==> src/rtl/fetch_redirect_arbiter.sv <==
// Fetch redirect arbiter: picks excp > bru > if3 redirects, holds one pending target for the PC generator.
// Optional per-source capture statistics when REDIRECT_STATS_EN is defined.
module fetch_redirect_arbiter #(
  parameter int unsigned QUIET_CYC = 2
) (
  input  logic        clk,
  input  logic        rst,
  input  logic        excp_valid,
  input  logic [31:0] excp_pc,
  input  logic        bru_valid,
  input  logic [31:0] bru_pc,
  input  logic        if3_valid,
  input  logic [31:0] if3_pc,
  input  logic        pc_ready,
  output logic        redir_valid,
  output logic [31:0] redir_pc,
  output logic [1:0]  redir_src,
  output logic        flush_if,
  output logic        flush_be,
  output logic        busy
`ifdef REDIRECT_STATS_EN
  ,
  output logic [31:0] stat_excp_cnt,
  output logic [31:0] stat_bru_cnt,
  output logic [31:0] stat_if3_cnt
`endif
);

  typedef enum logic [1:0] {S_IDLE, S_PEND, S_QUIET} state_t;

  localparam logic [1:0] SRC_NONE = 2'd0;
  localparam logic [1:0] SRC_IF3  = 2'd1;
  localparam logic [1:0] SRC_BRU  = 2'd2;
  localparam logic [1:0] SRC_EXCP = 2'd3;
  localparam logic [2:0] QCNT     = 3'(QUIET_CYC);

  state_t      r_state, w_state_nxt;
  logic [2:0]  r_cnt, w_cnt_nxt;
  logic [31:0] r_pc, w_pc_nxt;
  logic [1:0]  r_src, w_src_nxt;
  logic        r_flush_if, w_flush_if_nxt;
  logic        r_flush_be, w_flush_be_nxt;
  logic        w_capture;
  logic        w_if3_ok;
  logic [1:0]  w_req_src;
  logic [31:0] w_req_pc;

  // IF3 predecode redirects are stale right after a redirect, so QUIET masks them.
  assign w_if3_ok = if3_valid && (r_state != S_QUIET);

  always_comb begin
    w_req_src = SRC_NONE;
    w_req_pc  = 32'd0;
    if (excp_valid) begin
      w_req_src = SRC_EXCP;
      w_req_pc  = excp_pc;
    end else if (bru_valid) begin
      w_req_src = SRC_BRU;
      w_req_pc  = bru_pc;
    end else if (w_if3_ok) begin
      w_req_src = SRC_IF3;
      w_req_pc  = if3_pc;
    end
  end

  always_comb begin
    w_state_nxt    = r_state;
    w_cnt_nxt      = r_cnt;
    w_pc_nxt       = r_pc;
    w_src_nxt      = r_src;
    w_flush_if_nxt = 1'b0;
    w_flush_be_nxt = 1'b0;
    w_capture      = 1'b0;
    case (r_state)
      S_IDLE: begin
        if (w_req_src != SRC_NONE) w_capture = 1'b1;
      end
      S_PEND: begin
        // A strictly higher-priority request wins even if the handshake fires this cycle.
        if (w_req_src > r_src) begin
          w_capture = 1'b1;
        end else if (pc_ready) begin
          w_pc_nxt  = 32'd0;
          w_src_nxt = SRC_NONE;
          if (QUIET_CYC == 0) begin
            w_state_nxt = S_IDLE;
            w_cnt_nxt   = 3'd0;
          end else begin
            w_state_nxt = S_QUIET;
            w_cnt_nxt   = QCNT;
          end
        end
      end
      S_QUIET: begin
        if (w_req_src != SRC_NONE) begin
          w_capture = 1'b1;
        end else if (r_cnt <= 3'd1) begin
          w_state_nxt = S_IDLE;
          w_cnt_nxt   = 3'd0;
        end else begin
          w_cnt_nxt = r_cnt - 3'd1;
        end
      end
      default: begin
        w_state_nxt = S_IDLE;
        w_cnt_nxt   = 3'd0;
        w_pc_nxt    = 32'd0;
        w_src_nxt   = SRC_NONE;
      end
    endcase
    if (w_capture) begin
      w_state_nxt    = S_PEND;
      w_cnt_nxt      = 3'd0;
      w_pc_nxt       = w_req_pc;
      w_src_nxt      = w_req_src;
      w_flush_if_nxt = 1'b1;
      w_flush_be_nxt = (w_req_src == SRC_EXCP);
    end
  end

  always_ff @(posedge clk or posedge rst) begin
    if (rst) begin
      r_state    <= S_IDLE;
      r_cnt      <= 3'd0;
      r_pc       <= 32'd0;
      r_src      <= SRC_NONE;
      r_flush_if <= 1'b0;
      r_flush_be <= 1'b0;
    end else begin
      r_state    <= w_state_nxt;
      r_cnt      <= w_cnt_nxt;
      r_pc       <= w_pc_nxt;
      r_src      <= w_src_nxt;
      r_flush_if <= w_flush_if_nxt;
      r_flush_be <= w_flush_be_nxt;
    end
  end

  assign redir_valid = (r_state == S_PEND);
  assign redir_pc    = r_pc;
  assign redir_src   = r_src;
  assign flush_if    = r_flush_if;
  assign flush_be    = r_flush_be;
  assign busy        = (r_state != S_IDLE);

`ifdef REDIRECT_STATS_EN
  logic [31:0] r_stat_excp, r_stat_bru, r_stat_if3;

  // Saturating; replacements count as captures of the new source.
  always_ff @(posedge clk or posedge rst) begin
    if (rst) begin
      r_stat_excp <= 32'd0;
      r_stat_bru  <= 32'd0;
      r_stat_if3  <= 32'd0;
    end else if (w_capture) begin
      case (w_req_src)
        SRC_EXCP: if (r_stat_excp != 32'hFFFF_FFFF) r_stat_excp <= r_stat_excp + 32'd1;
        SRC_BRU:  if (r_stat_bru  != 32'hFFFF_FFFF) r_stat_bru  <= r_stat_bru  + 32'd1;
        SRC_IF3:  if (r_stat_if3  != 32'hFFFF_FFFF) r_stat_if3  <= r_stat_if3  + 32'd1;
        default: ;
      endcase
    end
  end

  assign stat_excp_cnt = r_stat_excp;
  assign stat_bru_cnt  = r_stat_bru;
  assign stat_if3_cnt  = r_stat_if3;
`endif

endmodule
==> config.mk <==
export PLATFORM = sky130hd
export DESIGN_NAME = fetch_redirect_arbiter
export DESIGN_NICKNAME = d
export VERILOG_FILES = /design/src/rtl/fetch_redirect_arbiter.sv
export SDC_FILE = /design/constraint.sdc
export NUM_CORES = 1
export LEC_CHECK = 0
export CAP_MARGIN = 20
export CORE_MARGIN = 5
export CORE_UTILIZATION = 35
export DETAILED_ROUTE_END_ITERATION = 10
export PLACE_DENSITY = 0.82
export SYNTH_ARGS = -nofsm -noshare
export SYNTH_HDL_FRONTEND = slang
export SYNTH_SLANG_ARGS = --single-unit
==> constraint.sdc <==
create_clock -name clk -period 2.9 [get_ports clk]
set_input_delay 0.725 -clock clk [delete_from_list [all_inputs] [get_ports clk]]
set_output_delay 0.725 -clock clk [all_outputs]
set_load 0.01 [all_outputs]
## Word-level counts from Yosys, hierarchy flattened

Index checks and enable logic that the tools add are counted.

| storage, ports and cells | value |
|---|---|
| register bits | 41 |
| input bits | 102 |
| output and inout bits | 38 |
| logic and storage cells | 58 |

| cells by class | value |
|---|---|
| $add $sub $neg | 1 |
| order comparisons | 2 |
| equality and inequality tests | 10 |
| multiplexer cells | 31 |
| reductions and logical operators | 8 |

Operator list:

| kind | count |
|---|---|
| $mux 32 | 6 |
| $pmux 32 s2 | 1 |
| $mux 2 | 10 |
| $mux 3 | 5 |
| $ne 3x3->1 const B | 3 |
| $pmux 3 s3 | 1 |
| $pmux 2 s3 | 1 |
| $mux 1 | 5 |
| $reduce_and 5->1 | 1 |
| $eq 2x2->1 const B | 2 |
| $ne 2x2->1 const B | 2 |
| $pmux 2 s2 | 1 |
| $reduce_and 4->1 | 1 |
| $reduce_bool 2->1 | 2 |
| $le 3x1->1 const B | 1 |
| $ne 3x2->1 const B | 1 |
| $reduce_and 3->1 | 1 |
| $sub 3x1->3 const B | 1 |
| $eq 2x1->1 const B | 1 |
| $gt 2x2->1 | 1 |
| $logic_not 2->1 | 1 |
| $ne 2x1->1 const B | 1 |
| $pmux 1 s2 | 1 |
| $reduce_or 2->1 | 1 |
| $logic_and 1x1->1 | 1 |

## Logic depth before layout (Yosys ltp)

Gate-level depths: netlist of run 1.

| logic depth | value |
|---|---|
| depth in word-level cells | 10 |
| depth in mapped cells | 14 |
| gate-level depth less buffers | 11 |

## Worst setup path before layout of run 1

OpenSTA, ideal clock, no wires.

| timing path | value |
|---|---|
| kind | input -> register |
| start point | input port bru_valid |
| end point | register r_pc[21] (netlist: redir_pc[21]) |
| setup time | 0.122 ns |
| arrival | 2.783 ns |
| data required time | 2.778 ns |
| setup slack | -0.005 ns |
| stages | 11 |
| buffers on the path | 4 |
| cell sequence | buf_2 -> nor2_1 -> clkbuf_1 -> nor2_1 -> ha_1 -> nand3_1 -> o311a_4 -> o311a_1 -> buf_6 -> buf_6 -> a32o_1 |

| between the ends | value |
|---|---|
| longest elaborated chain between the ends | 7 |
| elaborated cells between the ends (all ways) | 14 |
| those cells by class | order compare: 1; eq/ne: 3; mux: 8; reduce/logical: 2 |

RTL lines:

| what | RTL line | RTL |
|---|---|---|
| from (decl) | 10 | `input logic bru_valid,` |
| $mux 2 | 57 | `end else if (bru_valid) begin` |
| $mux 2 | 54 | `if (excp_valid) begin` |
| $gt 2x2->1 / $reduce_bool 2->1 (equally long branches) | 80, 76, 95 |  |
| $mux 1 (on tied branches) | 80, 76, 95 |  |
| $pmux 1 s2 | 74 | `case (r_state)` |
| $ne 3x3->1 (no line) (tied with other cells) | - |  |
| $reduce_and 3->1 (no line) | - |  |
| to (signal assigned) | 132 | `r_pc <= w_pc_nxt;` |
| to (decl) | 39 | `logic [31:0] r_pc, w_pc_nxt;` |

Parallel ways exist; a longest one is shown, timed or not.
A chain may end at the register's enable or synchronous reset.

## Final worst setup path of run 1

| timing path | value |
|---|---|
| start point | input port bru_valid |
| end point | register r_pc[7] (netlist: redir_pc[7]) |

Same word-level chain as after synthesis.

==> impl_metrics.tcl, run 1 <==
set metrics [dict create \
    synth.net_count 333 \
    drc_viols 0 \
    clock_tree.root_cell "sky130_fd_sc_hd__clkbuf_8" \
    post-dp-hpwl_mm 6.28 \
    yosysWarnings 0 \
    chipWidth_um 93.7 \
    static-leakage-power_nw 1.63 \
    worst_setup_hold_path_clk_slew_ns 0.08 \
    max_freq_mhz 357 \
    flow.area_growth_from_synthesis_pct 67.3 \
    nature_of_the_critical_path_startpoint "input port" \
    period_share 0.965 \
    grt_setup_unrepaired "false" \
    final.setup_skew_ns 0.00309 \
    timing.critical_path.slowest_cell_delay_ns 0.48 \
    buffer_ports.inserted 139 \
    drt_first_pass_iters 4 \
    first_pass_grt_wire_length_mm 12.9 \
    clockBufferDepth 2 \
    die_height_um 93.7 \
    syn_area_per_cell_um2 11.0 \
    clk-insertion-delay-late_ns 0.28 \
    dr.first_iter.drc_count 129 \
    postSynth.topFlopCell "sky130_fd_sc_hd__dfrtp_1" \
    drive_above_1_share 0.0946 \
    vias 2516 \
    synth_largest_area_cell "sky130_fd_sc_hd__dfrtp_1" \
    num-fill-cells 589 \
    crit_path_top_delay_cell "sky130_fd_sc_hd__clkdlybuf4s50_1" \
    yosys.area.top_type_share 0.418 \
    critPathArrivalTime_ns 2.97 \
    max-slew-margin-rel 0.623 \
    synth-seq-area-share 0.418 \
    max_cap_violations 0 \
    power_per_cell_area_mw_per_mm2 855 \
    setup.worst_path.end "redir_pc[7]" \
    most_common_cell_in_the_netlist "sky130_fd_sc_hd__dfrtp_1" \
    critical_path.reg2reg.startpoint "r_state[0]" \
    place_congestion 0.870 \
    die_area_mm2 0.00878 \
    synth_seq_cells 41 \
    effective_utilization_at_floorplan 0.361 \
    instances_no_fill 466 \
    post-cts-setup-buffers 0 \
    crit_path_end_kind "flop" \
    netlist-cell-type-count 35 \
    setup_tns_ns 0 \
    worst_slew_pin_slew_ns 0.564 \
    hold_path.class "reg2reg" \
    rows 30 \
    grt-ovfl-total 0 \
    timing.reg2reg.worst_path_depth 12 \
    setup.worst_path.class "in2reg" \
    place.detailed.instances 459 \
    tritoncts "yes" \
    synth_top_family_by_area "compound AO/OA/AOI/OAI gates" \
    critPathLaunch "bru_valid" \
    period_minus_slack_ns 2.80 \
    detail-route-antenna-nets 0 \
    antenna_violations_before_repair 0 \
    final_hold_viol_count 0 \
    worstPathCellList "clkdlybuf4s50_1, nor2_1, inv_1, ha_1, nor2b_4, o311a_4, o311a_1, buf_12, a32o_1" \
    path_max_fanout 28 \
    worst_ir_drop_vdd_v 0.000468 \
    postSynth.asyncResetShare 1.00 \
    viasPerCell 5.40 \
    cts-resized-gates 0 \
    regToRegSetupSlack_ns 0.37 \
    synth-simple-area-share 0.134 \
    run_status "finished, final reports clean" \
    maximum_number_of_pins_on_one_net_before_global_route_repair 39 \
    synth_xor_area_frac 0 \
    mappedNetlistArea_mm2 0.00245 \
    detail_route.wirelength_mm 8.14 \
    complex_gate_fraction_of_the_synthesized_area 0.333 \
    post-route-util 0.604 \
    synth-adder-area-share 0.0408 \
    synth_common_cells "sky130_fd_sc_hd__dfrtp_1, sky130_fd_sc_hd__nand2b_1, sky130_fd_sc_hd__a221o_1, sky130_fd_sc_hd__a32o_1, sky130_fd_sc_hd__clkbuf_1" \
    clock_sink_count 41 \
    synthesis.instances 223 \
    diodes 0 \
    tritoncts.num_buffers 5 \
    setup_violation_total_in_the_final_timing_report 0 \
    post_synth_main_area_contributors "sky130_fd_sc_hd__dfrtp_1, sky130_fd_sc_hd__a221o_1, sky130_fd_sc_hd__a32o_1" \
    num-nets-final 480 \
    timing_max_transition_violations_final 0 \
    cp_data_required_time_ns 3.07 \
    io_pins 140 \
    cts_hold_repair.buffers 0 \
    synth-edff-count 0 \
    mux_share_of_post_synthesis_cell_area 0 \
    total_power_mw 3.51 \
    cts_htree_levels 2 \
    coreArea_mm2 0.00679 \
    gr-usage-all-layers 0.184 \
    first_global_vias 2630 \
    regToRegEndpoint "redir_pc[7]" \
    post_dr_wirelength_cell_um 17.5 \
]
## routing by layer
| layer | routed length, um | GRT usage | vias up |
|---|---|---|---|
| met5 | 0 | 0 | - |
| met3 | 587 | 0.0497 | 8 |
| met2 | 4260 | 0.324 | 98 |
| met1 | 3180 | 0.219 | 1217 |
| met4 | 118 | 0.0505 | 0 |
| li1 | - | - | 1193 |
## worst max-delay path, delay by kind of cell
family,cells,cell delay [ns]
simple gates,2,0.32
compound gates,3,0.86
buf+inv,3,0.75
fa+ha+maj,1,0.30
## how the worst min path moves through the flow
stage	startpoint	to	slack (ns)	depth (start not counted)
6_report	redir_pc[31]	redir_pc[31]	0.49	1
5_1_grt	redir_pc[16]	redir_pc[16]	0.52	1
4_1_cts	redir_pc[31]	redir_pc[31]	0.50	1
3_5_place_dp	redir_pc[24]	redir_pc[24]	0.48	1
3_3_place_gp	redir_pc[1]	redir_pc[1]	0.47	1
2_1_floorplan	r_cnt[1]	r_cnt[1]	0.53	2
## through the flow
step / hold slack, ns / area, um2 / setup slack [ns]
detailed placement: 0.480 / 4020 / -0.191
global route: 0.520 / 4100 / 0.0184
finish: 0.493 / 4100 / 0.103
floorplan: 0.529 / 2450 / 0.0743
CTS: 0.498 / 4100 / 0.108
global placement: 0.472 / 4020 / -0.109
## report_power, final
part / switching [mW] / internal [mW] / leakage [nW]
sequential: 0.133 / 0.829 / 0.518
clock: 0.192 / 0.167 / 0.0412
combinational: 0.974 / 1.21 / 1.07
## cells by family after synthesis
| family | count (synthesis) |
|---|---|
| AO/OA/AOI/OAI | 86 |
| AND/OR/NAND/NOR | 54 |
| adder cells (fa/ha/maj) | 8 |
| buffers and inverters | 34 |
| flip-flops | 41 |
## registers in the layout, summed over array words and instances, names as in the netlist
signal	count
r_cnt	3
flush_if	1
redir_pc	32
flush_be	1
redir_src	2
r_state	2
## area by class of cell
class / instances / area (um2) / area share
Inverter: 12 / 45.0 / 0.0110
Multi-Input combinational cell: 148 / 1250 / 0.304
Tap cell: 96 / 120 / 0.0293
Clock inverter: 1 / 8.76 / 0.00213
Clock buffer: 6 / 72.6 / 0.0177
Timing Repair Buffer: 162 / 1580 / 0.386
Sequential cell: 41 / 1030 / 0.250
## cell usage in the layout, fill, tap and decap left out, types with 4 or more instances in the layout
cell	netlist	final
sky130_fd_sc_hd__ha_1	8	8
sky130_fd_sc_hd__nand4_1	4	4
sky130_fd_sc_hd__dfrtp_1	41	41
sky130_fd_sc_hd__inv_1	11	10
sky130_fd_sc_hd__clkdlybuf4s50_1	0	138
sky130_fd_sc_hd__o21ai_0	4	4
sky130_fd_sc_hd__buf_4	0	21
sky130_fd_sc_hd__a32o_1	32	32
sky130_fd_sc_hd__clkbuf_8	0	5
sky130_fd_sc_hd__a221o_1	32	32
sky130_fd_sc_hd__nand2b_1	34	34
sky130_fd_sc_hd__nor2_1	6	5
(Power assumes the default switching activity.)
==> inputs of run 2 (changes only) <==
--- a/config.mk
+++ b/config.mk
@@ -9,7 +9,7 @@
 export CORE_MARGIN = 5
 export CORE_UTILIZATION = 35
 export DETAILED_ROUTE_END_ITERATION = 10
-export PLACE_DENSITY = 0.82
+export PLACE_DENSITY = 0.84
 export SYNTH_ARGS = -nofsm -noshare
 export SYNTH_HDL_FRONTEND = slang
 export SYNTH_SLANG_ARGS = --single-unit
==> run 2 against run 1 <==
  * Flip-flop and latch count is the same
  * Worst hold slack gained 0.0022 ns
  * Clock power grew 35%
  * Register-to-register slack lost 0.15 ns
  * Wire length grew 1.9%
  * Critical path depth is the same
  * Via count shrank 0.32%
  * Die area is the same
  * Largest cell class unchanged
  * Highest routed layer unchanged
==> impl_metrics.tcl, run 2 (synthesis gave the netlist of run 1 again) <==
set metrics [dict create \
    cts_htree_levels 2 \
    tritoncts "yes" \
    clock_sink_count 41 \
    diodes 0 \
    worst_setup_hold_path_clk_slew_ns 0.08 \
    first_pass_grt_wire_length_mm 13.0 \
    drc_viols 0 \
    coreArea_mm2 0.00679 \
    final.setup_skew_ns 0.00483 \
    flow.area_growth_from_synthesis_pct 67.7 \
    postLayoutSetupSlackWorst_ns 0.0935 \
    hp-start "redir_pc[13]" \
    drt_first_pass_iters 5 \
    critical_path.reg2reg.startpoint "r_state[0]" \
    hold_path.class "reg2reg" \
    cts_hold_repair.buffers 0 \
    critPathArrivalTime_ns 2.99 \
    effective_utilization_at_floorplan 0.361 \
    post_dr_wirelength_cell_um 18.0 \
    setup.worst_path.class "in2reg" \
    regToRegSetupSlack_ns 0.22 \
    vias 2508 \
    tritoncts.num_buffers 5 \
    io_pins 140 \
    static-leakage-power_nw 1.63 \
    layout_commonest_cell "sky130_fd_sc_hd__clkdlybuf4s50_1" \
    post-dp-hpwl_mm 6.31 \
    instances_no_fill 462 \
    setup_violation_total_in_the_final_timing_report 0 \
    max_cap_violations 0 \
    critPathLaunch "bru_valid" \
    run_status "finished, final reports clean" \
    period_minus_slack_ns 2.81 \
    max-slew-margin-rel 0.612 \
    clk-insertion-delay-late_ns 0.30 \
    cp_data_required_time_ns 3.09 \
    crit_path_end_kind "flop" \
    grt-ovfl-total 0 \
    final_hold_viol_count 0 \
    first_global_vias 2605 \
    die_area_mm2 0.00878 \
    power_per_cell_area_mw_per_mm2 890 \
    detailedPlace.worstSlack_ns -0.193 \
    maximum_number_of_pins_on_one_net_before_global_route_repair 39 \
    timing_max_transition_violations_final 0 \
    viasPerCell 5.43 \
    antenna_violations_before_repair 0 \
    nature_of_the_critical_path_startpoint "input port" \
    place.detailed.instances 454 \
    num-fill-cells 586 \
    gr-usage-all-layers 0.186 \
    num-nets-final 475 \
    dr.first_iter.drc_count 151 \
    largest_reg_flops 32 \
    post-cts-setup-buffers 0 \
    detail-route-antenna-nets 0 \
    worst_ir_drop_vdd_v 0.000341 \
    max_freq_mhz 356 \
    rows 30 \
    die_height_um 93.7 \
    grt_setup_unrepaired "false" \
    clockBufferDepth 2 \
    place_congestion 0.876 \
    detail_route.wirelength_mm 8.30 \
    clock_tree.root_cell "sky130_fd_sc_hd__clkbuf_8" \
    drive_above_1_share 0.0820 \
    most-common-layout-cells "sky130_fd_sc_hd__clkdlybuf4s50_1, sky130_fd_sc_hd__dfrtp_1, sky130_fd_sc_hd__nand2b_1, sky130_fd_sc_hd__a221o_1, sky130_fd_sc_hd__a32o_1" \
    path_max_fanout 34 \
    buffer_ports.inserted 139 \
    chipWidth_um 93.7 \
    worst_slew_pin_slew_ns 0.579 \
    period_share 0.968 \
    cts-resized-gates 0 \
]
## run 2: layout make-up
cell class	instances	area, um2	share of cell area
flip-flops and latches	41	1030	0.249
clock buffers	7	86.3	0.0210
multi-input cells	148	1250	0.303
clock inverters	1	30.0	0.00730
inverters	12	45.0	0.0110
well taps	96	120	0.0292
repair buffers	157	1560	0.379
## run 2: power by group
part	internal (mW)	switching, mW
registers	0.829	0.135
logic	1.22	0.997
clock network	0.281	0.203
## run 2: routing by layer
metal | part of all wire | wire length (um) | track usage
met2 | 0.51 | 4260 | 0.335
met1 | 0.39 | 3230 | 0.209
met4 | 0.021 | 176 | 0.0626
met3 | 0.077 | 637 | 0.0521
met5 | 0 | 0 | 0
## run 2: final timing paths
| kind | end | cells past startpoint |
|---|---|---|
| hold reg to reg | redir_pc[13] | 1 |
| setup reg to reg | redir_pc[21] | 11 |
| hold / removal | redir_pc[13] | 1 |
| min in group asynchronous | redir_pc[6] | 2 |
| max in group asynchronous | redir_pc[5] | 3 |
| setup / recovery | redir_pc[21] | 9 |
## run 2: worst max-delay path: stages
cell and delay, ns:
sky130_fd_sc_hd__clkdlybuf4s50_1 0.45, sky130_fd_sc_hd__nor2_1 0.17, sky130_fd_sc_hd__inv_1 0.09, sky130_fd_sc_hd__ha_1 0.33, sky130_fd_sc_hd__nor2b_4 0.16, sky130_fd_sc_hd__o311a_4 0.30
sky130_fd_sc_hd__o311a_1 0.34, sky130_fd_sc_hd__buf_12 0.19, sky130_fd_sc_hd__a32o_1 0.22
## run 2: stage by stage
stage | utilization | total power [mW] | setup TNS, ns | hold WS, ns | instance area, um2
floorplan | - | 2.21 | 0 | 0.529 | 2450
global placement | 0.588 | 3.12 | -3.48 | 0.473 | 4000
detailed placement | 0.588 | 3.21 | -6.14 | 0.480 | 4000
CTS | 0.605 | 3.70 | 0 | 0.499 | 4110
global route | 0.605 | 3.89 | 0 | 0.518 | 4110
finish | 0.605 | 3.66 | 0 | 0.495 | 4110
==> inputs of run 3 (changes only) <==
--- a/config.mk
+++ b/config.mk
@@ -7,9 +7,9 @@
 export LEC_CHECK = 0
 export CAP_MARGIN = 20
 export CORE_MARGIN = 5
-export CORE_UTILIZATION = 35
+export CORE_UTILIZATION = 39
 export DETAILED_ROUTE_END_ITERATION = 10
-export PLACE_DENSITY = 0.84
+export PLACE_DENSITY = 0.88
 export SYNTH_ARGS = -nofsm -noshare
 export SYNTH_HDL_FRONTEND = slang
 export SYNTH_SLANG_ARGS = --single-unit
==> constraint.sdc (replaced) <==
create_clock -name clk -period 2.7 [get_ports clk]
set_input_delay 0.675 -clock clk [delete_from_list [all_inputs] [get_ports clk]]
set_output_delay 0.675 -clock clk [all_outputs]
set_load 0.01 [all_outputs]
==> run 3 against run 2 <==
  * Clock-buffer cell count fell by 2
  * Register-to-register slack got worse by 0.07 ns
  * Total power rose by 5.5%
  * First-iteration DRC count fell by 23%
  * Critical path type unchanged
  * Sequential power rose by 8%
  * Critical endpoint is now redir_pc[7]
==> impl_metrics.tcl, run 3 (synthesis gave the netlist of run 1 again) <==
set metrics [dict create \
    hold-worst-slack_ns 0.493 \
    postLayoutSetupSlackWorst_ns 0.0537 \
    cts_hold_repair.buffers 0 \
    cp_data_required_time_ns 2.88 \
    critical_path.reg2reg.startpoint "r_state[0]" \
    maximum_number_of_pins_on_one_net_before_global_route_repair 67 \
    intPower_mw 2.42 \
    tritoncts "yes" \
    buffer_ports.inserted 139 \
    place.detailed.instances 435 \
    vias 2522 \
    power.switching_mw 1.45 \
    worst_setup_hold_path_clk_slew_ns 0.08 \
    worst_ir_drop_vdd_v 0.000571 \
    post-route-util 0.680 \
    power_per_cell_area_mw_per_mm2 943 \
    power.share.combinational 0.630 \
    setup_violation_total_in_the_final_timing_report 0 \
    effective_utilization_at_floorplan 0.407 \
    cts_htree_levels 2 \
    static-leakage-power_nw 1.63 \
    place_congestion 0.883 \
    regToRegEndpoint "redir_pc[7]" \
    rows 28 \
    p_seq_frac 0.269 \
    instances_no_fill 444 \
    placement.cell_area_mm2 0.00399 \
    viasPerCell 5.68 \
    timing.reg2reg.worst_path_depth 11 \
    timing.critical_path.slowest_cell_delay_ns 0.44 \
    grt-ovfl-total 0 \
    detail-route-antenna-nets 0 \
    coreArea_mm2 0.00603 \
    timing.hold.worst_endpoint "redir_pc[5]" \
    dr.first_iter.drc_count 117 \
    period_minus_slack_ns 2.65 \
    drt_first_pass_iters 4 \
    grt_setup_unrepaired "false" \
    num-nets-final 478 \
    detail_route.wirelength_mm 8.04 \
    run_status "finished, final reports clean" \
    final.setup_skew_ns 0.00404 \
    hold_path_depth 1 \
    drive_above_1_share 0.103 \
    post-dp-hpwl_mm 5.99 \
    post_dr_wirelength_cell_um 18.1 \
    crit_path_top_delay_cell "sky130_fd_sc_hd__clkdlybuf4s50_1" \
    first_global_vias 2596 \
    crit_path_end_kind "flop" \
    largest_reg_flops 32 \
    die_area_mm2 0.00797 \
    chipWidth_um 89.3 \
    io_pins 140 \
    gr-usage-all-layers 0.200 \
    worst_slew_pin_slew_ns 0.651 \
    swShare 0.375 \
    most-common-layout-cells "sky130_fd_sc_hd__clkdlybuf4s50_1, sky130_fd_sc_hd__dfrtp_1, sky130_fd_sc_hd__nand2b_1, sky130_fd_sc_hd__a221o_1, sky130_fd_sc_hd__a32o_1" \
    drc_viols 0 \
    regToRegSetupSlack_ns 0.15 \
    tritoncts.num_buffers 5 \
    clock_sink_count 41 \
    power.share.clock 0.101 \
    setup.worst_path.class "in2reg" \
    hold_path.class "reg2reg" \
    ff_latch_area_mm2 0.00103 \
    nature_of_the_critical_path_startpoint "input port" \
    critPathArrivalTime_ns 2.83 \
    first_pass_grt_wire_length_mm 12.4 \
    detailedPlace.worstSlack_ns -0.264 \
    period_share 0.980 \
    antenna_violations_before_repair 0 \
    num-fill-cells 488 \
    area_of_combinational_cells_with_multiple_inputs_mm2 0.00126 \
    max_freq_mhz 378 \
    timing_max_transition_violations_final 0 \
    diodes 0 \
    postLayoutCellArea_mm2 0.00410 \
    hp-start "redir_pc[5]" \
    die_height_um 89.3 \
    path_max_fanout 9 \
    layout_commonest_cell "sky130_fd_sc_hd__clkdlybuf4s50_1" \
    flow.area_growth_from_synthesis_pct 67.1 \
    worstPathCellList "clkdlybuf4s50_1, nor2_1, inv_1, ha_1, nor2b_4, o311a_4, o311a_1, buf_4, a32o_1" \
    final_hold_viol_count 0 \
    max-slew-margin-rel 0.566 \
    clockBufferDepth 2 \
    clk-insertion-delay-late_ns 0.29 \
    clock_tree.root_cell "sky130_fd_sc_hd__clkbuf_8" \
    max_cap_violations 0 \
]
run 3: stage by stage:
stage / setup TNS, ns / total power [mW]
floorplan: 0 / 2.38
global placement: -7.74 / 3.36
detailed placement: -9.01 / 3.47
CTS: 0 / 3.87
global route: 0 / 4.11
finish: 0 / 3.86
run 3: worst max path at each step:
stage / end / from
after global placement: redir_pc[0] / bru_valid
after global routing: redir_pc[7] / bru_valid
final: redir_pc[7] / bru_valid
after detailed placement: redir_pc[28] / bru_valid
after floorplan: redir_pc[21] / r_state[0]
after CTS: redir_pc[8] / bru_valid
run 3: layout make-up:
| type | count | area share |
|---|---|---|
| Sequential cell | 41 | 0.250 |
| Clock buffer | 5 | 0.0168 |
| Clock inverter | 3 | 0.00427 |
| Tap cell | 75 | 0.0229 |
| Multi-Input combinational cell | 148 | 0.309 |
| Timing Repair Buffer | 160 | 0.386 |
| Inverter | 12 | 0.0110 |
run 3: timing repair:
action / in CTS / in global routing
endpoints found under the hold margin: 0 / 0
endpoints found under the setup margin: 0 / 35
setup buffers: 0 / 1
resized for setup: 0 / 4
run 3: metal layers:
metal / vias up / global-route usage / routed length, um / part of all wire
li1: 1183 / - / - / -
met1: 1209 / 0.231 / 3090 / 0.38
met2: 118 / 0.358 / 4040 / 0.50
met3: 12 / 0.0590 / 802 / 0.10
met4: 0 / 0.0568 / 108 / 0.013
met5: - / 0 / 0 / 0
run 3: power by group through the flow:
stage | Clock, mW | Combinational [mW] | Sequential (mW)
4_1_cts | 0.406 | 2.42 | 1.04
2_1_floorplan | 0 | 1.23 | 1.15
5_1_grt | 0.431 | 2.61 | 1.07
6_report | 0.392 | 2.43 | 1.04
3_5_place_dp | 0 | 2.42 | 1.05
3_3_place_gp | 0 | 2.33 | 1.03
run 3: worst max-delay path: cells and delay by family:
kind                     cells  cell delay, ns
AND/OR/NAND/NOR              2            0.30
buffers and inverters        3            0.71
adder cells (fa/ha/maj)      1            0.29
AO/OA/AOI/OAI                3            0.87
